$ cat config.mk
export PLATFORM = sky130hd
export DESIGN_NAME = vga_timing_gen
export DESIGN_NICKNAME = d
export VERILOG_FILES = /design/src/rtl/vga_timing_gen_pkg.sv /design/src/rtl/vga_axis_timer.sv /design/src/rtl/vga_timing_gen.sv
export SDC_FILE = /design/constraint.sdc
export NUM_CORES = 1
export LEC_CHECK = 0
export CAP_MARGIN = 20
export CORE_ASPECT_RATIO = 0.7
export CORE_MARGIN = 2
export CORE_UTILIZATION = 48
export CTS_CLUSTER_DIAMETER = 40
export CTS_CLUSTER_SIZE = 30
export DETAILED_ROUTE_END_ITERATION = 16
export GPL_ROUTABILITY_DRIVEN = 1
export PLACE_DENSITY_LB_ADDON = 0.08
export SETUP_SLACK_MARGIN = 0.2
export SLEW_MARGIN = 0
export SYNTH_ARGS = -nofsm -noshare
export SYNTH_HDL_FRONTEND = slang
export SYNTH_SLANG_ARGS = --single-unit
$ cat constraint.sdc
create_clock -name clk -period 2.1 [get_ports clk]
set_input_delay 0.42 -clock clk [delete_from_list [all_inputs] [get_ports clk]]
set_output_delay 0.42 -clock clk [all_outputs]
set_load 0.005 [all_outputs]
$ cat src/rtl/vga_timing_gen_pkg.sv
// Shared timing defaults, widths and axis phase encoding for the VGA timing generator.
package vga_timing_gen_pkg;

   localparam int unsigned DEF_H_ACTIVE      = 640;
   localparam int unsigned DEF_H_FP          = 16;
   localparam int unsigned DEF_H_SYNC        = 96;
   localparam int unsigned DEF_H_BP          = 48;
   localparam int unsigned DEF_V_ACTIVE      = 480;
   localparam int unsigned DEF_V_FP          = 10;
   localparam int unsigned DEF_V_SYNC        = 2;
   localparam int unsigned DEF_V_BP          = 33;
   localparam int unsigned DEF_DATA_WIDTH    = 12;
   localparam int unsigned DEF_COUNTER_WIDTH = 10;

   typedef enum logic [1:0] {
      PH_ACTIVE = 2'd0,
      PH_FRONT  = 2'd1,
      PH_SYNC   = 2'd2,
      PH_BACK   = 2'd3
   } phase_t;

endpackage

$ cat src/rtl/vga_axis_timer.sv
// One display axis: position counter, ACTIVE/FRONT/SYNC/BACK phase FSM and sync/active decode.
module vga_axis_timer
   import vga_timing_gen_pkg::*;
#(
   parameter int unsigned ACTIVE        = DEF_H_ACTIVE,
   parameter int unsigned FP            = DEF_H_FP,
   parameter int unsigned SYNC          = DEF_H_SYNC,
   parameter int unsigned BP            = DEF_H_BP,
   parameter int unsigned COUNTER_WIDTH = DEF_COUNTER_WIDTH
)(
   input  logic                     clk,
   input  logic                     rst,
   input  logic                     tick,
   output logic [COUNTER_WIDTH-1:0] count,
   output logic                     wrap,
   output logic                     active,
   output logic                     sync
);

   localparam int unsigned TOTAL = ACTIVE + FP + SYNC + BP;
   localparam logic [COUNTER_WIDTH-1:0] END_ACTIVE = COUNTER_WIDTH'(ACTIVE - 1);
   localparam logic [COUNTER_WIDTH-1:0] END_FRONT  = COUNTER_WIDTH'(ACTIVE + FP - 1);
   localparam logic [COUNTER_WIDTH-1:0] END_SYNC   = COUNTER_WIDTH'(ACTIVE + FP + SYNC - 1);
   localparam logic [COUNTER_WIDTH-1:0] END_TOTAL  = COUNTER_WIDTH'(TOTAL - 1);

   phase_t                     phase, phase_nxt;
   logic [COUNTER_WIDTH-1:0]   count_nxt;

   always_ff @(posedge clk) begin
      if (rst) begin
         count <= '0;
         phase <= PH_ACTIVE;
      end else begin
         count <= count_nxt;
         phase <= phase_nxt;
      end
   end

   // Phase tracks the counter: each transition fires on the last count of the current phase.
   always_comb begin
      count_nxt = count;
      phase_nxt = phase;
      wrap      = tick && (count == END_TOTAL);
      if (tick) begin
         count_nxt = (count == END_TOTAL) ? '0 : count + COUNTER_WIDTH'(1);
         case (phase)
            PH_ACTIVE: if (count == END_ACTIVE) phase_nxt = PH_FRONT;
            PH_FRONT:  if (count == END_FRONT)  phase_nxt = PH_SYNC;
            PH_SYNC:   if (count == END_SYNC)   phase_nxt = PH_BACK;
            PH_BACK:   if (count == END_TOTAL)  phase_nxt = PH_ACTIVE;
            default:   phase_nxt = PH_ACTIVE;
         endcase
      end
   end

   assign active = (phase == PH_ACTIVE);
   assign sync   = (phase == PH_SYNC);

endmodule

$ cat src/rtl/vga_timing_gen.sv
// VGA timing generator: two axis timers plus registered sync/enable/colour outputs.
// Optional colour-bar test pattern with input Test_Mode when VGA_TEST_PATTERN_EN is defined.
module vga_timing_gen
   import vga_timing_gen_pkg::*;
#(
   parameter int unsigned H_ACTIVE      = DEF_H_ACTIVE,
   parameter int unsigned H_FP          = DEF_H_FP,
   parameter int unsigned H_SYNC        = DEF_H_SYNC,
   parameter int unsigned H_BP          = DEF_H_BP,
   parameter int unsigned V_ACTIVE      = DEF_V_ACTIVE,
   parameter int unsigned V_FP          = DEF_V_FP,
   parameter int unsigned V_SYNC        = DEF_V_SYNC,
   parameter int unsigned V_BP          = DEF_V_BP,
   parameter int unsigned DATA_WIDTH    = DEF_DATA_WIDTH,
   parameter int unsigned COUNTER_WIDTH = DEF_COUNTER_WIDTH
)(
   input  logic                     clk,
   input  logic                     rst,
   input  logic                     Pix_En,
   input  logic [DATA_WIDTH-1:0]    Data_VGA,
`ifdef VGA_TEST_PATTERN_EN
   input  logic                     Test_Mode,
`endif
   output logic [COUNTER_WIDTH-1:0] Pixel_X,
   output logic [COUNTER_WIDTH-1:0] Pixel_Y,
   output logic                     HSync,
   output logic                     VSync,
   output logic                     Display_Enable,
   output logic [DATA_WIDTH-1:0]    RGB,
   output logic                     Frame_Start
);

   logic [COUNTER_WIDTH-1:0] h_count, v_count;
   logic                     h_wrap, v_wrap, h_active, v_active, h_sync, v_sync;
   logic                     visible;
   logic [DATA_WIDTH-1:0]    pix_src;

   vga_axis_timer #(
      .ACTIVE        (H_ACTIVE),
      .FP            (H_FP),
      .SYNC          (H_SYNC),
      .BP            (H_BP),
      .COUNTER_WIDTH (COUNTER_WIDTH)
   ) u_h_timer (
      .clk    (clk),
      .rst    (rst),
      .tick   (Pix_En),
      .count  (h_count),
      .wrap   (h_wrap),
      .active (h_active),
      .sync   (h_sync)
   );

   // The vertical axis advances only on the pixel tick that ends a line.
   vga_axis_timer #(
      .ACTIVE        (V_ACTIVE),
      .FP            (V_FP),
      .SYNC          (V_SYNC),
      .BP            (V_BP),
      .COUNTER_WIDTH (COUNTER_WIDTH)
   ) u_v_timer (
      .clk    (clk),
      .rst    (rst),
      .tick   (h_wrap),
      .count  (v_count),
      .wrap   (v_wrap),
      .active (v_active),
      .sync   (v_sync)
   );

   assign Pixel_X = h_count;
   assign Pixel_Y = v_count;
   assign visible = h_active && v_active;

`ifdef VGA_TEST_PATTERN_EN
   localparam int unsigned BAR_W = H_ACTIVE / 8;
   localparam int unsigned CH_W  = DATA_WIDTH / 3;

   logic [2:0] bar_sel;

   always_comb begin
      bar_sel = 3'(h_count / COUNTER_WIDTH'(BAR_W));
      pix_src = Data_VGA;
      if (Test_Mode)
         pix_src = DATA_WIDTH'({{CH_W{bar_sel[2]}}, {CH_W{bar_sel[1]}}, {CH_W{bar_sel[0]}}});
   end
`else
   assign pix_src = Data_VGA;
`endif

   // Frame_Start is the only output not gated by Pix_En so the pulse is one clk wide.
   always_ff @(posedge clk) begin
      if (rst) begin
         HSync          <= 1'b1;
         VSync          <= 1'b1;
         Display_Enable <= 1'b0;
         RGB            <= '0;
         Frame_Start    <= 1'b0;
      end else begin
         Frame_Start <= v_wrap;
         if (Pix_En) begin
            HSync          <= ~h_sync;
            VSync          <= ~v_sync;
            Display_Enable <= visible;
            RGB            <= visible ? pix_src : '0;
         end
      end
   end

endmodule
==> summary.md <==
The highest fanout seen on the critical path came out at 5. The count of final setup violators is 0. TritonCTS built the clock tree. STA puts the critical path data required time at 2280 ps. The synthesized design contains 0 enable-type register cells. The wire length per cell came out at 13.7 um.

Synthesis inferred 40 register bits. The floorplan step defined a die boundary enclosing 0.00448 sq mm. The remaining max-slew budget at the tightest pin is 0.667. During placement, the flow inserted port buffers numbering 50. The tools report the sort of element at the end of the critical path as a flop. The library cell with the largest summed area after synthesis is sky130_fd_sc_hd__dfxtp_1. The die is 79.2 um wide. The relative area change from synthesis to final layout came out at 42.8%. In the routed design, unresolved DRC markers number 0. Hold is met by 485 ps.

The buffering stage count on the worst path with inverters included is 1, and the number of max-slew violations in the final report is 0. The timing-limited maximum frequency is 545 MHz. Overall via count from detail_route: 1691. The first global-routing pass estimated 7390 um of wire. The total CTS buffers was 5. Grouping stages by cell kind, the critical path spends the most delay in simple AND/OR/NAND/NOR gates. When the netlist entered floorplanning its net count stood at 238.

The tools report the filler cell count in the final layout as 318. Clock-pin slew was measured on the worst setup and hold paths at 80 ps. The region available for standard cell placement spans 0.00385 sq mm. The library cell used most frequently in the layout, excluding fill and tap cells, is sky130_fd_sc_hd__clkdlybuf4s50_1.

The tools report the synthesized cell area as 0.00190 sq mm. In the routed layout, each cell is associated on average with a via count of 5.19. The tools report the buffer depth of the longest clock path as 2.

The tools report the number of different library cells in the post-synthesis netlist as 38. Traced cell by cell, the critical path runs through inv_1, ha_2, or3_1, a21oi_2, o2111ai_2, nor3_2, a211oi_2. The residual overflow from global routing was 0; the number of nets in the layout was 300. By area the synthesized netlist is led by sky130_fd_sc_hd__dfxtp_1 (42%), sky130_fd_sc_hd__ha_1 (7.9%), sky130_fd_sc_hd__nor2_1 (6.9%). The average size of a mapped cell was 9.00 sq um; the post-synthesis instance total was 211. The peak ir drop on the vdd network came out at 0.438 mV. The via count of the first global-routing pass came out at 1578. The finished cells cover 0.00271 sq mm. The part of the Yosys area used for sequential elements came out at 0.422. For the pin with the worst max-slew slack, the measured transition is 500 ps. The shortest period the worst path allows is 1840 ps, and the leakage power is 0.00105 uW. The area fraction of the dominant cell type after synthesis came out at 0.422.

The height of the chip is 56.6 um. Post-route setup TNS: 0 ps. The total power draw is 1790 uW, and the total wirelength of the detailed-routed design is 4470 um. The weighted congestion at the end of routability-driven global placement is 0.884. The number of antenna diodes in the final layout is 0.

Primary flip-flop cell chosen by synthesis mapping: sky130_fd_sc_hd__dfxtp_1. The length of the first detailed-routing pass in iterations was 4; the proportion of register bits with asynchronous set or reset after synthesis was 0. In this run the number of H-tree levels came out at 2.

Power density over the cells: 659 mW/mm^2. On the critical path, the stage with the largest delay is an instance of sky130_fd_sc_hd__dfxtp_1. The logs give 0 for the number of nets with antenna violations after detailed routing and 0.00250 sq mm for the placed instance area.

The proportion of layout cells with a drive suffix above 1 came out at 0.120. Critical path launch point type: a flop. Share of the clock period used by the worst path: 0.874. The number of sinks on the clock net was 40; the number of buffers inserted by hold repair at cts was 0.

The critical path is of the reg2reg type. For the utilization after layout, the log shows 0.704. The final-report hold violation count was 0; the overall routing resource usage was 0.212. The run gives 3100 um as the final HPWL from detailed placement. The tree is rooted in a sky130_fd_sc_hd__clkbuf_8. The library cells used most frequently in the layout, excluding fill and tap cells, are sky130_fd_sc_hd__clkdlybuf4s50_1 (50), sky130_fd_sc_hd__dfxtp_1 (38), sky130_fd_sc_hd__nor2_1 (35).

The number of core rows is 19. The worst hold path belongs to the class reg2reg. The source-to-sink clock delay at the later pin of the worst-skew pair was 290 ps. The run finished with clean final reports. Number of top-level pins: 51. The critical path's largest stage delay was 380 ps; the final setup skew was 6.03 ps.

The initial antenna violation count is 0. The initial core utilization was 0.493; the number of max-capacitance violations reported was 0. Data arrives at the worst endpoint at 2010 ps.

Entering global routing, the biggest net connects 19 pins. For this block, the initial DRC count from the detailed router was 99. The tools report the total number of yosys warnings as 0.

Setup repair after global routing left no endpoint under its margin.
[logic make-up (layout without fill, tap and decap cells)]
logic type / after synthesis / count (layout) / share of synthesized area
AO/OA/AOI/OAI: 34 / 34 / 0.131
XOR/XNOR: 16 / 16 / 0.0738
adder cells (fa/ha/maj): 12 / 12 / 0.0791
buffers and inverters: 20 / 83 / 0.0475
flip-flops: 40 / 40 / 0.422
multiplexers: 2 / 2 / 0.0105
AND/OR/NAND/NOR: 87 / 87 / 0.237
[flip-flops by register name (all words and copies together), names as in the netlist]
register	flops
RGB	12
VSync	1
Display_Enable	1
Frame_Start	1
HSync	1
u_v_timer.count	10
u_v_timer.phase	2
u_h_timer.phase	2
u_h_timer.count	10
[where the power goes]
part / internal, uW / switching [uW] / leakage, uW
logic: 73.3 / 50.6 / 0.000642
registers: 777 / 11.7 / 0.000326
clock network: 594 / 280 / 0.0000784
[path summary, 6_finish.rpt]
path                            from                 end  slack (ps)  cells after the start
setup / recovery  u_h_timer.phase[0]  u_h_timer.phase[0]         260                      7
hold / removal                 VSync               VSync         480                      2
setup reg to reg  u_h_timer.phase[0]  u_h_timer.phase[0]         260                      7
hold reg to reg                VSync               VSync         480                      2
[per-layer routing]
metal / vias up / GRT usage / share of wire
met4: 0 / 0.0739 / 0.0036
met1: 777 / 0.306 / 0.50
met2: 49 / 0.288 / 0.41
met5: - / 0 / 0
met3: 2 / 0.0804 / 0.079
li1: 863 / - / -
[synthesized netlist by cell type (2+ instances only)]
cell type / n
sky130_fd_sc_hd__nand2_1: 10
sky130_fd_sc_hd__and2_1: 4
sky130_fd_sc_hd__o21ai_0: 3
sky130_fd_sc_hd__inv_1: 13
sky130_fd_sc_hd__mux2i_1: 2
sky130_fd_sc_hd__xor2_1: 10
sky130_fd_sc_hd__a311oi_1: 2
sky130_fd_sc_hd__clkbuf_1: 4
sky130_fd_sc_hd__a41o_1: 2
sky130_fd_sc_hd__ha_1: 12
sky130_fd_sc_hd__a21oi_1: 8
sky130_fd_sc_hd__nor3_1: 5
sky130_fd_sc_hd__xnor2_1: 6
sky130_fd_sc_hd__a22oi_1: 13
sky130_fd_sc_hd__nand3_1: 7
sky130_fd_sc_hd__nor2_1: 35
sky130_fd_sc_hd__nand4_1: 9
sky130_fd_sc_hd__dfxtp_1: 40
sky130_fd_sc_hd__and3_1: 6
sky130_fd_sc_hd__buf_6: 2
[through the flow]
stage / setup slack, ps / cells
6_report: 264 / 326
5_1_grt: 151 / 326
4_1_cts: 289 / 324
3_5_place_dp: 34.4 / 316
3_3_place_gp: 50.7 / 316
2_1_floorplan: 281 / 211
[layout make-up]
cell class | count | area (sq um) | share of cell area
clock buffer | 5 | 68.8 | 0.0254
clock inverter | 3 | 90.1 | 0.0332
inverter | 13 | 48.8 | 0.0180
multi-input combinational | 151 | 1040 | 0.384
sequential | 40 | 803 | 0.296
tap | 52 | 65.1 | 0.0240
timing repair buffer | 62 | 594 | 0.219
[worst min-delay path: stages, from the launching register on]
cell and delay [ps]:
sky130_fd_sc_hd__dfxtp_1 330, sky130_fd_sc_hd__o21ai_0 70, sky130_fd_sc_hd__nand2_1 60
[what timing repair did]
action | in CTS | in global routing
gates resized for setup | 0 | 10
setup buffers | 0 | 2
endpoints found under the setup margin | 0 | 8
No activity file was read; power rests on OpenSTA's default activity.
